File: src/rtl/compute_unit_seq_pkg.sv
// Shared encodings for the compute stage and the controller FSM that drives it:
// ALU op codes, shifter codes, status bit positions and unit states.
package compute_unit_seq_pkg;

   localparam logic [2:0] ALU_ADD = 3'd0;
   localparam logic [2:0] ALU_SUB = 3'd1;
   localparam logic [2:0] ALU_AND = 3'd2;
   localparam logic [2:0] ALU_NOT = 3'd3;
   localparam logic [2:0] ALU_MUL = 3'd4;
   localparam logic [2:0] ALU_OR  = 3'd5;
   localparam logic [2:0] ALU_XOR = 3'd6;
   localparam logic [2:0] ALU_RSV = 3'd7;

   localparam logic [1:0] SH_NONE = 2'b00;
   localparam logic [1:0] SH_LSL  = 2'b01;
   localparam logic [1:0] SH_LSR  = 2'b10;
   localparam logic [1:0] SH_ASR  = 2'b11;

   localparam int ST_Z = 0;
   localparam int ST_N = 1;
   localparam int ST_V = 2;

   typedef enum logic {
      ST_IDLE = 1'b0,
      ST_MUL  = 1'b1
   } state_e;

endpackage

File: src/rtl/compute_unit_seq_mul_seq.sv
// Shift-add unsigned multiplier: one partial product per cycle, WIDTH cycles.
// done and product are combinational during the last iteration so the caller
// can register the final result on the same edge.
module mul_seq #(
   parameter int WIDTH = 16,
   parameter int CNT_W = $clog2(WIDTH) + 1
) (
   input  logic                 clk,
   input  logic                 reset,
   input  logic                 start,
   input  logic [WIDTH-1:0]     a,
   input  logic [WIDTH-1:0]     b,
   output logic                 done,
   output logic [2*WIDTH-1:0]   product
);

   logic               busy_q, busy_d;
   logic [CNT_W-1:0]   cnt_q, cnt_d;
   logic [2*WIDTH-1:0] mcand_q;
   logic [2*WIDTH-1:0] acc_q;
   logic [WIDTH-1:0]   mplier_q;
   logic [2*WIDTH-1:0] acc_next;

   always_comb begin
      acc_next = acc_q + (mplier_q[0] ? mcand_q : '0);
      done     = busy_q && (cnt_q == CNT_W'(WIDTH - 1));
      product  = acc_next;
      busy_d   = busy_q;
      cnt_d    = cnt_q;
      if (start) begin
         busy_d = 1'b1;
         cnt_d  = '0;
      end else if (done) begin
         busy_d = 1'b0;
         cnt_d  = '0;
      end else if (busy_q) begin
         cnt_d  = cnt_q + CNT_W'(1);
      end
   end

   always_ff @(posedge clk) begin
      if (reset) begin
         busy_q <= 1'b0;
         cnt_q  <= '0;
      end else begin
         busy_q <= busy_d;
         cnt_q  <= cnt_d;
      end
   end

   // Datapath registers carry no reset; busy_q qualifies them.
   always_ff @(posedge clk) begin
      if (start) begin
         mcand_q  <= {{WIDTH{1'b0}}, a};
         mplier_q <= b;
         acc_q    <= '0;
      end else if (busy_q) begin
         mcand_q  <= mcand_q << 1;
         mplier_q <= mplier_q >> 1;
         acc_q    <= acc_next;
      end
   end

endmodule

File: src/rtl/compute_unit_seq.sv
// Datapath compute stage: operand select, 1-bit shifter, ALU with sequential
// multiply, valid/ready handshake and registered C/status outputs.
module compute_unit_seq
   import compute_unit_seq_pkg::*;
#(
   parameter int WIDTH = 16,
   parameter int CNT_W = $clog2(WIDTH) + 1
) (
   input  logic             clk,
   input  logic             reset,
   input  logic             in_valid,
   output logic             in_ready,
   input  logic             asel,
   input  logic             bsel,
   input  logic             loadc,
   input  logic             loads,
   input  logic [1:0]       shift,
   input  logic [2:0]       aluop,
   input  logic [WIDTH-1:0] A,
   input  logic [WIDTH-1:0] B,
   input  logic [WIDTH-1:0] imm,
   output logic             out_valid,
   output logic [WIDTH-1:0] C,
   output logic [2:0]       status
);

   function automatic logic [2:0] pack_flags(input logic [WIDTH-1:0] r, input logic v);
      logic [2:0] f;
      f       = '0;
      f[ST_Z] = (r == '0);
      f[ST_N] = r[WIDTH-1];
      f[ST_V] = v;
      return f;
   endfunction

   state_e             state_q, state_d;
   logic [WIDTH-1:0]   c_q, c_d;
   logic [2:0]         status_q, status_d;
   logic               out_valid_q, out_valid_d;
   logic               loadc_q, loadc_d, loads_q, loads_d;

   logic [WIDTH-1:0]   ain, bsh, bin, res;
   logic               alu_v, accept, mul_start, mul_done;
   logic [2*WIDTH-1:0] mul_prod;

   always_comb begin
      ain = asel ? '0 : A;
      case (shift)
         SH_LSL:  bsh = {B[WIDTH-2:0], 1'b0};
         SH_LSR:  bsh = {1'b0, B[WIDTH-1:1]};
         SH_ASR:  bsh = {B[WIDTH-1], B[WIDTH-1:1]};
         default: bsh = B;
      endcase
      bin = bsel ? imm : bsh;

      res   = '0;
      alu_v = 1'b0;
      case (aluop)
         ALU_ADD: begin
            res   = ain + bin;
            alu_v = (ain[WIDTH-1] == bin[WIDTH-1]) && (res[WIDTH-1] != ain[WIDTH-1]);
         end
         ALU_SUB: begin
            res   = ain - bin;
            alu_v = (ain[WIDTH-1] != bin[WIDTH-1]) && (res[WIDTH-1] != ain[WIDTH-1]);
         end
         ALU_AND: res = ain & bin;
         ALU_NOT: res = ~bin;
         ALU_OR:  res = ain | bin;
         ALU_XOR: res = ain ^ bin;
         default: res = '0;
      endcase
   end

   assign in_ready  = (state_q == ST_IDLE) && !reset;
   assign accept    = in_valid && in_ready;
   assign mul_start = accept && (aluop == ALU_MUL);

   mul_seq #(.WIDTH(WIDTH), .CNT_W(CNT_W)) u_mul (
      .clk     (clk),
      .reset   (reset),
      .start   (mul_start),
      .a       (ain),
      .b       (bin),
      .done    (mul_done),
      .product (mul_prod)
   );

   // loadc/loads are captured at acceptance so a multiply honours the
   // write enables of the op that started it, not whatever is on the bus later.
   always_comb begin
      state_d     = state_q;
      c_d         = c_q;
      status_d    = status_q;
      out_valid_d = 1'b0;
      loadc_d     = loadc_q;
      loads_d     = loads_q;
      case (state_q)
         ST_IDLE: begin
            if (accept) begin
               loadc_d = loadc;
               loads_d = loads;
               if (aluop == ALU_MUL) begin
                  state_d = ST_MUL;
               end else begin
                  out_valid_d = 1'b1;
                  if (loadc) c_d = res;
                  if (loads) status_d = pack_flags(res, alu_v);
               end
            end
         end
         ST_MUL: begin
            if (mul_done) begin
               state_d     = ST_IDLE;
               out_valid_d = 1'b1;
               if (loadc_q) c_d = mul_prod[WIDTH-1:0];
               if (loads_q) status_d = pack_flags(mul_prod[WIDTH-1:0], |mul_prod[2*WIDTH-1:WIDTH]);
            end
         end
         default: state_d = ST_IDLE;
      endcase
   end

   always_ff @(posedge clk) begin
      if (reset) begin
         state_q     <= ST_IDLE;
         c_q         <= '0;
         status_q    <= '0;
         out_valid_q <= 1'b0;
         loadc_q     <= 1'b0;
         loads_q     <= 1'b0;
      end else begin
         state_q     <= state_d;
         c_q         <= c_d;
         status_q    <= status_d;
         out_valid_q <= out_valid_d;
         loadc_q     <= loadc_d;
         loads_q     <= loads_d;
      end
   end

   assign C         = c_q;
   assign status    = status_q;
   assign out_valid = out_valid_q;

endmodule

File: config.mk
export PLATFORM = sky130hd
export DESIGN_NAME = compute_unit_seq
export DESIGN_NICKNAME = d
export VERILOG_FILES = /design/src/rtl/compute_unit_seq_pkg.sv /design/src/rtl/compute_unit_seq_mul_seq.sv /design/src/rtl/compute_unit_seq.sv
export SDC_FILE = /design/constraint.sdc
export NUM_CORES = 1
export LEC_CHECK = 0
export ABC_AREA = 0
export BUFFER_PORTS_ARGS = -buffer_cell sky130_fd_sc_hd__buf_2
export CORE_MARGIN = 4
export CORE_UTILIZATION = 45
export DETAILED_ROUTE_END_ITERATION = 10
export PLACE_DENSITY = 0.63
export SKIP_LAST_GASP = 1
export SLEW_MARGIN = 40
export SYNTH_ARGS = -nofsm -noshare
export SYNTH_HDL_FRONTEND = slang
export SYNTH_SLANG_ARGS = --single-unit
File: constraint.sdc
create_clock -name clk -period 3.6 [get_ports clk]
set_clock_uncertainty 0.2 [all_clocks]
set_input_delay 0.18 -clock clk [delete_from_list [all_inputs] [get_ports clk]]
set_output_delay 0.18 -clock clk [all_outputs]
set_load 0.01 [all_outputs]
==> flow_metrics.env, run 1 <==
export IMPL_status="finished, violations left"
export IMPL_violations="negative setup slack"
export IMPL_power_density_mw_per_mm2=510.0
export IMPL_final_common_cell="buf_4"
export IMPL_cts_buffers=9
export IMPL_synth_cell_types=79
export IMPL_grt_max_degree=51
export IMPL_insertedDiodeCount=0
export IMPL_synth_area_top_cells="dfxtp_1 (17%), ha_1 (11%), edfxtp_1 (10%)"
export IMPL_slew_headroom_pct=45.73
export IMPL_dr_max_layer_used="met4"
export IMPL_rsz0062_at_grt="yes"
export IMPL_fin_nets=1653
export IMPL_clk_pin_slew_ps=80
export IMPL_drive_gt1_share_pct=34.85
export IMPL_grt_remaining_overflow=0
export IMPL_hold_viol_final=0
export IMPL_fmax_ghz=0.2679
export IMPL_required_ps=3650
export IMPL_seq_area_frac_synth_pct=26.82
export IMPL_clock_sinks=109
export IMPL_fin_crit_sh_pct=103.7
export IMPL_total_power_mw=6.724
export IMPL_area_delta_synth_final_pct=41.28
export IMPL_layout_common_cells="buf_4 (275), nor2_1 (140), nand2_1 (102)"
export IMPL_synthCells=1190
export IMPL_wl_met2_um=16640
export IMPL_grt_usage_pct=26.91
export IMPL_start_kind="flip-flop"
export IMPL_antenna_left=0
export IMPL_final_setup_worst_slack_ps=-132.4
export IMPL_wire_per_inst_um=18.36
export IMPL_clk_latency_ps=380
export IMPL_min_path_type="input port to flip-flop"
export IMPL_dp_hpwl_um=24680
export IMPL_post_place_ws_ps=-516.3
export IMPL_synth_edf_count=32
export IMPL_clockRootBuffer="clkbuf_16"
export IMPL_synth_area_mm2=0.009331
export IMPL_rr_worst_depth=13
export IMPL_finish_utilization_pct=64.95
export IMPL_yosys_register_bits=109
export IMPL_drc=0
export IMPL_grt_pass1_wl_um=51410
export IMPL_worstMarginPinSlew_ps=812.1
export IMPL_cp_end_kind="flip-flop"
export IMPL_crit_type="flip-flop to flip-flop"
export IMPL_fin_crit_ps=3732
export IMPL_grt_pass1_vias=9917
export IMPL_io_buffers=80
export IMPL_synth_top_area_cell="dfxtp_1"
export IMPL_synthArstFlopShare_pct=0
export IMPL_syn_nets=1336
export IMPL_clk_path_buf_depth=2
export IMPL_ioPinCount=81
export IMPL_fp_dieW_um=152
export IMPL_postPlaceCellArea_mm2=0.01190
export IMPL_num_rows=52
export IMPL_synth_top_area_share_pct=16.52
export IMPL_avgSynthCellArea_um2=7.842
export IMPL_vias=10030
export IMPL_drt_iter0_markers=723
export IMPL_drtPass1Iterations=5
export IMPL_routed_wl_um=32720
export IMPL_core_area_mm2=0.02030
export IMPL_cellLeakagePower_nw=5.842
export IMPL_max_cap_violations=0
export IMPL_setup_viol=2
export IMPL_worstHoldPathCells=3
export IMPL_maxSlewViolCount=0
export IMPL_ys_warn_count=0
export IMPL_irDropWorstVdd_v=0.0002450
export IMPL_dr_wl_met3_um=1190
export IMPL_routabilityCongestion=0.9570
export IMPL_final_area_mm2=0.01318
export IMPL_initial_utilization_pct=45.97
export IMPL_routed_via_density=5.630
export IMPL_antenna_found_initial=0
export IMPL_crit_arrival_ps=3780
export IMPL_die_area_mm2=0.02310
export IMPL_fp_dieH_um=152
export IMPL_ys_flop_type="dfxtp_1"
export IMPL_path_max_fanout=14
export IMPL_htree_levels=3
export IMPL_holdWs_ps=18.80
export IMPL_cts_tree="built"
export IMPL_met1Wirelength_um=13970
## worst max-delay path, cell delays in order (launching register included)
cell	delay, ps
edfxtp_1	450
buf_6	190
and2_4	180
ha_4	250
a211oi_4	280
o21bai_2	120
or3b_4	430
o31ai_4	240
xnor2_1	160
o211ai_1	160
nor4_4	230
and4_1	260
a41oi_2	130
a311o_1	330
## report_power, final
part	leakage [nW]	total [mW]	switching, mW	internal, mW
registers	0.928	1.73	0.203	1.53
clock network	0.134	1.03	0.544	0.482
logic	4.78	3.97	1.98	1.98
total	5.84	6.72	2.73	4.00
## kinds of logic (layout without fill, tap and decap cells)
family,Yosys count,in the layout,share of synthesized area (%)
compound gates,340,340,23.97
xor+xnor,44,44,4.130
fa+ha+maj,86,86,11.77
buf+inv,125,447,5.229
flops,109,109,26.82
mux,59,59,6.409
simple gates,427,427,21.67
## through the flow
| step | instances | setup TNS, ps |
|---|---|---|
| 2_1_floorplan | 1190 | -2.277 |
| 3_3_place_gp | 1736 | -2574 |
| 3_5_place_dp | 1736 | -3066 |
| 4_1_cts | 1766 | -35.98 |
| 5_1_grt | 1782 | -566.0 |
| 6_report | 1782 | -162.1 |
## metal layers
metal  vias up  track usage (%)
met5         -                0
met3        64            2.929
met1      4756            33.65
met2       279            48.43
li1       4933                -
met4         0            8.647
## layout make-up
type,instances,area [um^2]
Sequential cell,109,2504
Inverter,61,229.0
Multi-Input combinational cell,956,7166
Clock inverter,7,57.56
Clock buffer,9,225.2
Tap cell,270,337.8
Fill cell,1734,7116
Timing Repair Buffer,370,2665
## path summary, 6_finish.rpt
path,slack [ps],startpoint,to
min reg2reg,250,C[4],C[4]
min,20,A[13],u_mul.mcand_q[13]
max,-130,u_mul.mplier_q[0],status[2]
max reg2reg,-130,u_mul.mplier_q[0],status[2]
## what timing repair did
action	in CTS	in global routing
endpoints found under the setup margin	5	10
buffers inserted	11	18
resized for setup	72	84
gates cloned	1	0
hold buffers	2	0
pin swaps	29	66
endpoints found under the hold margin	2	0
## state kept, by name (all words and copies together), names as in the netlist
| register | cells |
|---|---|
| u_mul.acc_q | 32 |
| u_mul.mcand_q | 32 |
| C | 16 |
| u_mul.mplier_q | 16 |
| u_mul.cnt_q | 5 |
| status | 3 |
| loadc_q | 1 |
| loads_q | 1 |
| out_valid | 1 |
| state_q | 1 |
| u_mul.busy_q | 1 |
## cell usage after synthesis, types with 5 or more instances
library cell  instances
xnor2_1              29
a211oi_1             24
clkbuf_1             44
inv_1                59
o21bai_1              8
nor4_1                9
buf_1                 9
nand4_1              10
and3_1                6
or3_1                11
o31ai_1               9
a222oi_1              8
nand2_1             108
buf_2                 9
nand3_1              21
ha_1                 83
xor2_1               15
o221ai_1              6
a21o_1               12
mux2_2                6
nor2_1              144
a22oi_1               6
o22ai_1               9
o21ai_0              72
o211ai_1             14
o21a_1               12
mux2i_1              53
nor3_1               25
nand2b_1             25
a31oi_1               8
nor2b_1              14
a21oi_1              98
and2_1               36
dfxtp_1              77
edfxtp_1             32
o31a_1                5
Note: power is estimated with default switching activity, not from simulation.
==> run 2, diff against run 1 <==
--- a/config.mk
+++ b/config.mk
@@ -5,14 +5,13 @@
 export SDC_FILE = /design/constraint.sdc
 export NUM_CORES = 1
 export LEC_CHECK = 0
-export ABC_AREA = 0
+export ABC_AREA = 1
 export BUFFER_PORTS_ARGS = -buffer_cell sky130_fd_sc_hd__buf_2
 export CORE_MARGIN = 4
 export CORE_UTILIZATION = 45
 export DETAILED_ROUTE_END_ITERATION = 10
 export PLACE_DENSITY = 0.63
 export SKIP_LAST_GASP = 1
-export SLEW_MARGIN = 40
 export SYNTH_ARGS = -nofsm -noshare
 export SYNTH_HDL_FRONTEND = slang
 export SYNTH_SLANG_ARGS = --single-unit
==> flow_metrics.env, run 2 <==
export IMPL_status="finished clean"
export IMPL_crit_type="flip-flop to flip-flop"
export IMPL_area_delta_synth_final_pct=11.78
export IMPL_initial_utilization_pct=45.71
export IMPL_antenna_found_initial=0
export IMPL_cts_buffers=9
export IMPL_ys_flop_type="dfxtp_1"
export IMPL_multi_input_area_mm2=0.006200
export IMPL_synthAdderAreaFrac_pct=11.01
export IMPL_synth_top_area_cell="nand2_1"
export IMPL_fin_crit_ps=3334
export IMPL_postPlaceCellArea_mm2=0.01079
export IMPL_drive_gt1_share_pct=9.471
export IMPL_clk_path_buf_depth=2
export IMPL_start_kind="flip-flop"
export IMPL_crit_arrival_ps=3360
export IMPL_fp_dieH_um=156.9
export IMPL_antenna_left=0
export IMPL_routed_via_density=5.283
export IMPL_fin_tns_setup_ps=0
export IMPL_htree_levels=3
export IMPL_required_ps=3630
export IMPL_p_int_mw=2.701
export IMPL_power_density_mw_per_mm2=424.6
export IMPL_worstHoldPathCells=4
export IMPL_r2r_setup_slack_ps=270
export IMPL_layout_common_cells="nand2_1 (503), inv_1 (270), nand3_1 (136)"
export IMPL_routabilityCongestion=1.019
export IMPL_reg_top3="u_mul.acc_q x32, u_mul.mcand_q x32"
export IMPL_total_power_mw=4.734
export IMPL_final_common_cell="nand2_1"
export IMPL_clk_pin_slew_ps=80
export IMPL_syn_nets=1774
export IMPL_synth_compound_area_share_pct=14.91
export IMPL_routed_wl_um=33210
export IMPL_avgSynthCellArea_um2=6.127
export IMPL_post_cts_buffers=0
export IMPL_cp_end_kind="flip-flop"
export IMPL_post_place_ws_ps=108.9
export IMPL_worstMarginPinSlew_ps=818.0
export IMPL_post_cts_resized=0
export IMPL_synthArstFlopShare_pct=0
export IMPL_grt_usage_pct=26.80
export IMPL_seq_area_mm2=0.002502
export IMPL_worst_path_buf_inv=3
export IMPL_worstHoldStart="in_valid"
export IMPL_wire_per_inst_um=16.60
export IMPL_dp_cells=1978
export IMPL_finish_utilization_pct=51.09
export IMPL_crit_path_cell_trace="nand2_1 -> inv_1 -> ha_1 -> inv_1 -> fa_1 -> inv_1 -> nand3_1 -> nand3_1 -> nand2_1 -> nand3_1 -> nand2_1 -> nand3_1 -> nand2_1 -> nor2_1 -> nand2_1 -> nor2_1 -> nand3_1 -> nand2_1 -> a21oi_1"
export IMPL_holdWs_ps=68.66
export IMPL_vias=10570
export IMPL_fmax_ghz=0.2999
export IMPL_ioPinCount=81
export IMPL_dp_hpwl_um=26530
export IMPL_rr_worst_depth=19
export IMPL_grt_pass1_wl_um=52560
export IMPL_synth_area_mm2=0.009975
export IMPL_synth_common_cells="nand2_1 (504), inv_1 (270), nand3_1 (136), nor2_1 (124), a21oi_1 (92)"
export IMPL_synth_area_top_cells="nand2_1 (19%), dfxtp_1 (15%), ha_1 (10%)"
export IMPL_slowest_delay_ps=440
export IMPL_cts_tree="built"
export IMPL_final_area_mm2=0.01115
export IMPL_slowest_stage="fa_1"
export IMPL_grt_remaining_overflow=0
export IMPL_synthCells=1628
export IMPL_combPwrFrac_pct=45.6
export IMPL_ys_warn_count=0
export IMPL_crit_family="simple AND/OR/NAND/NOR gates"
export IMPL_hold_viol_final=0
export IMPL_seq_area_frac_synth_pct=25.09
export IMPL_p_sw_share_pct=42.95
export IMPL_path_max_fanout=5
export IMPL_yosys_mux_area_fraction_pct=0
export IMPL_stdcell_count=2001
export IMPL_synth_edf_count=32
export IMPL_synth_cell_types=49
export IMPL_yosys_register_bits=109
export IMPL_io_buffers=80
export IMPL_grt_max_degree=50
export IMPL_holdPathEnd="u_mul.acc_q[0]"
export IMPL_grt_pass1_vias=10040
export IMPL_fin_crit_sh_pct=92.62
export IMPL_insertedDiodeCount=0
export IMPL_clockRootBuffer="clkbuf_16"
export IMPL_rr_endpoint="status[2]"
export IMPL_cp_common_cell="nand2_1"
export IMPL_clk_latency_ps=360
export IMPL_clock_sinks=109
export IMPL_fillerInstances=2378
export IMPL_synth_xor_area_share_pct=1.932
export IMPL_die_area_mm2=0.02461
export IMPL_r2r_start="u_mul.mplier_q[0]"
export IMPL_synth_top_family_by_area="simple AND/OR/NAND/NOR gates"
export IMPL_drc=0
export IMPL_synth_most_common_cell="nand2_1"
export IMPL_rsz0062_at_grt="no"
export IMPL_synth_top_area_share_pct=18.97
export IMPL_slew_headroom_pct=45.41
export IMPL_maxSlewViolCount=0
export IMPL_fp_dieW_um=156.9
export IMPL_num_rows=54
export IMPL_fin_nets=1862
export IMPL_min_path_type="input port to flip-flop"
export IMPL_final_setup_worst_slack_ps=265.6
export IMPL_p_sw_mw=2.033
export IMPL_cellLeakagePower_nw=6.019
export IMPL_drtPass1Iterations=5
export IMPL_core_area_mm2=0.02182
export IMPL_synth_simple_area_share_pct=34.27
export IMPL_power_frac_seq_pct=33.4
export IMPL_setup_viol=0
export IMPL_irDropWorstVdd_v=0.0002054
export IMPL_drt_iter0_markers=873
export IMPL_pwr_share_clk_pct=21.1
export IMPL_max_cap_violations=0
-- run 2: cell count changes after synthesis, moves of 15 or more --
cell      previous run  this run
nand3_1             21       136
nor2_1             144       124
o22ai_1              9        24
clkbuf_1            44        25
mux2i_1             53         0
nand2_1            108       504
xnor2_1             29         8
and2_1              36         2
inv_1               59       270
o21ai_0             72        87
nand2b_1            25         1
a211oi_1            24         0
-- run 2: layer usage --
layer | GRT usage, % | vias to the layer above | share of wire [%]
li1 | - | 5386 | -
met1 | 36.47 | 4798 | 46
met2 | 45.13 | 344 | 47
met3 | 2.959 | 43 | 4.6
met4 | 7.479 | 0 | 2.3
met5 | 0 | - | 0
-- run 2: layout make-up --
| cell class | count | share of cell area (%) |
|---|---|---|
| Tap cell | 280 | 3.142 |
| Inverter | 278 | 9.359 |
| Clock buffer | 10 | 2.054 |
| Timing Repair Buffer | 125 | 6.890 |
| Sequential cell | 109 | 22.44 |
| Clock inverter | 6 | 0.5050 |
| Multi-Input combinational cell | 1193 | 55.61 |
-- run 2: cells by family (layout without fill, tap and decap cells) --
kind of cell / count (synthesis) / after routing
AO/OA/AOI/OAI: 262 / 262
XOR/XNOR: 22 / 22
adder cells (fa/ha/maj): 86 / 86
buffers and inverters: 326 / 419
flip-flops: 109 / 109
AND/OR/NAND/NOR: 823 / 823
-- run 2: tightest hold or removal path, stage by stage --
cell and delay (ps):
buf_2 100, nand2_2 120, nor2_2 80, a21oi_1 100
-- run 2: how the worst max path moves through the flow --
| stage | from | endpoint | slack [ps] | cells after the start |
|---|---|---|---|---|
| after floorplan | u_mul.mplier_q[0] | status[2] | 800 | 22 |
| after global placement | shift[1] | C[14] | 160 | 17 |
| after detailed placement | shift[1] | status[0] | 110 | 20 |
| after CTS | u_mul.mplier_q[0] | status[2] | 220 | 19 |
| after global routing | u_mul.mplier_q[0] | status[2] | 50 | 19 |
| final | u_mul.mplier_q[0] | status[2] | 270 | 19 |
-- run 2: timing repair --
action / CTS / global route
hold endpoints to repair: 3 / 0
endpoints found under the setup margin: 0 / 0
hold buffers: 7 / 0
-- run 2: power by group through the flow --
stage	Sequential, mW	Clock (mW)	Combinational (mW)
5_1_grt	1.60	1.06	2.44
3_5_place_dp	1.60	0	2.11
2_1_floorplan	1.58	0	1.54
4_1_cts	1.58	1.01	2.13
6_report	1.58	0.997	2.16
3_3_place_gp	1.60	0	2.10
==> run 3, diff against run 2 <==
--- a/config.mk
+++ b/config.mk
@@ -7,7 +7,7 @@
 export LEC_CHECK = 0
 export ABC_AREA = 1
 export BUFFER_PORTS_ARGS = -buffer_cell sky130_fd_sc_hd__buf_2
-export CORE_MARGIN = 4
+export CORE_MARGIN = 2
 export CORE_UTILIZATION = 45
 export DETAILED_ROUTE_END_ITERATION = 10
 export PLACE_DENSITY = 0.63
@@ -15,3 +15,4 @@
 export SYNTH_ARGS = -nofsm -noshare
 export SYNTH_HDL_FRONTEND = slang
 export SYNTH_SLANG_ARGS = --single-unit
+export TNS_END_PERCENT = 100
==> flow_metrics.env, run 3 (same netlist as run 2, synthesis figures left out) <==
export IMPL_drtPass1Iterations=6
export IMPL_worstMarginPinSlew_ps=856.0
export IMPL_start_kind="flip-flop"
export IMPL_irDropWorstVdd_v=0.0001993
export IMPL_drc=0
export IMPL_fp_dieH_um=152.9
export IMPL_clockRootBuffer="clkbuf_16"
export IMPL_wire_per_inst_um=16.73
export IMPL_min_path_type="input port to flip-flop"
export IMPL_dp_cells=1980
export IMPL_maxSlewViolCount=0
export IMPL_cts_tree="built"
export IMPL_layout_common_cells="nand2_1 (503), inv_1 (270), nand3_1 (136)"
export IMPL_crit_arrival_ps=3320
export IMPL_core_area_mm2=0.02182
export IMPL_vias=10580
export IMPL_grt_max_degree=95
export IMPL_slowest_delay_ps=410
export IMPL_num_rows=54
export IMPL_slew_headroom_pct=42.87
export IMPL_clk_pin_slew_ps=90
export IMPL_die_area_mm2=0.02337
export IMPL_initial_utilization_pct=45.71
export IMPL_max_cap_violations=0
export IMPL_grt_pass1_wl_um=53920
export IMPL_antenna_left=0
export IMPL_clock_sinks=109
export IMPL_post_cts_buffers=0
export IMPL_r2r_start="u_mul.mplier_q[0]"
export IMPL_final_common_cell="nand2_1"
export IMPL_drive_gt1_share_pct=9.634
export IMPL_fin_crit_sh_pct=90.91
export IMPL_setup_viol=0
export IMPL_fin_crit_ps=3273
export IMPL_slowest_stage="edfxtp_1"
export IMPL_fmax_ghz=0.3056
export IMPL_drt_iter0_markers=865
export IMPL_fp_dieW_um=152.9
export IMPL_post_place_ws_ps=205.6
export IMPL_required_ps=3650
export IMPL_grt_usage_pct=28.74
export IMPL_startpoint="u_mul.mplier_q[0]"
export IMPL_clk_path_buf_depth=2
export IMPL_htree_levels=3
export IMPL_fin_nets=1864
export IMPL_hold_viol_final=0
export IMPL_rsz0062_at_grt="no"
export IMPL_crit_path_cell_trace="buf_4 -> nand2_1 -> inv_1 -> ha_1 -> nand2_1 -> inv_1 -> a21oi_1 -> nand3_1 -> nand2_1 -> nand2_1 -> nand2_1 -> nand3_1 -> nand2_1 -> nand2_1 -> nor2_1 -> nand3_1 -> nand2_1 -> a21oi_1"
export IMPL_cts_hold_buf=7
export IMPL_routed_wl_um=33520
export IMPL_fin_tns_setup_ps=0
export IMPL_path_max_fanout=19
export IMPL_clk_latency_ps=380
export IMPL_grt_remaining_overflow=0
export IMPL_worstHoldStart="imm[5]"
export IMPL_area_delta_synth_final_pct=12.37
export IMPL_reg_top3="u_mul.acc_q x32, u_mul.mcand_q x32"
export IMPL_insertedDiodeCount=0
export IMPL_routabilityCongestion=0.9816
export IMPL_cellLeakagePower_nw=6.048
export IMPL_cp_common_cell="nand2_1"
export IMPL_routed_via_density=5.282
export IMPL_fillerInstances=2337
export IMPL_status="finished clean"
export IMPL_crit_type="flip-flop to flip-flop"
export IMPL_dp_hpwl_um=26800
export IMPL_ioPinCount=81
export IMPL_cp_end_kind="flip-flop"
export IMPL_stdcell_count=2003
export IMPL_antenna_found_initial=1
export IMPL_cts_buffers=9
export IMPL_final_setup_worst_slack_ps=327.3
export IMPL_power_density_mw_per_mm2=431.3
export IMPL_io_buffers=80
export IMPL_post_cts_resized=0
export IMPL_grt_pass1_vias=10300
## run 3: cell types whose count changed in the layout (fill, tap and decap cells not counted), sizes merged
cell / change
inv: +1
clkbuf: -1
buf: +2
## run 3: cell type report
type	count	area (um^2)	area share, %
timing repair buffer	127	795.8	7.100
multi-input combinational	1193	6200	55.31
clock buffer	9	225.2	2.009
tap	280	350.3	3.126
clock inverter	7	91.34	0.8149
sequential	109	2502	22.33
inverter	278	1044	9.310
## run 3: worst max-delay path, delay by kind of cell (launching register included)
family / cells / cell delay [ps]
AO/OA/AOI/OAI: 2 / 340
adder cells (fa/ha/maj): 1 / 340
buffers and inverters: 3 / 350
flip-flops: 1 / 410
AND/OR/NAND/NOR: 12 / 1520
## run 3: path summary, 6_finish.rpt
kind                            cells past startpoint  slack, ps                 to
worst max-delay path                               18        330          status[2]
worst min-delay path                                3         80  u_mul.mplier_q[5]
worst max register to register                     18        330          status[2]
worst min register to register                      2        270               C[6]
## run 3: routing by layer
layer	share of wire, %	vias up	GRT usage [%]	wire, um
li1	-	5396	-	-
met1	45	4803	38.17	15110
met2	47	320	49.31	15730
met3	5.2	60	2.807	1757
met4	2.7	0	9.127	914
met5	0	-	0	0
## run 3: per-stage QoR
step | hold slack, ps | instance area (um^2) | total power [mW] | utilization, %
CTS | 66.21 | 11210 | 4.836 | 51.36
global placement | 197.5 | 10820 | 3.745 | 49.59
global route | 98.14 | 11210 | 5.211 | 51.36
floorplan | 90.46 | 9975 | 3.116 | -
finish | 81.87 | 11210 | 4.834 | 51.36
detailed placement | 202.5 | 10820 | 3.743 | 49.59
## run 3: where the power goes
| group | leakage (nW) | internal [mW] | switching, mW | total (mW) |
|---|---|---|---|---|
| combinational | 4.97 | 0.761 | 1.42 | 2.18 |
| clock | 0.152 | 0.506 | 0.564 | 1.07 |
| sequential | 0.923 | 1.47 | 0.113 | 1.58 |
| total | 6.05 | 2.74 | 2.10 | 4.83 |
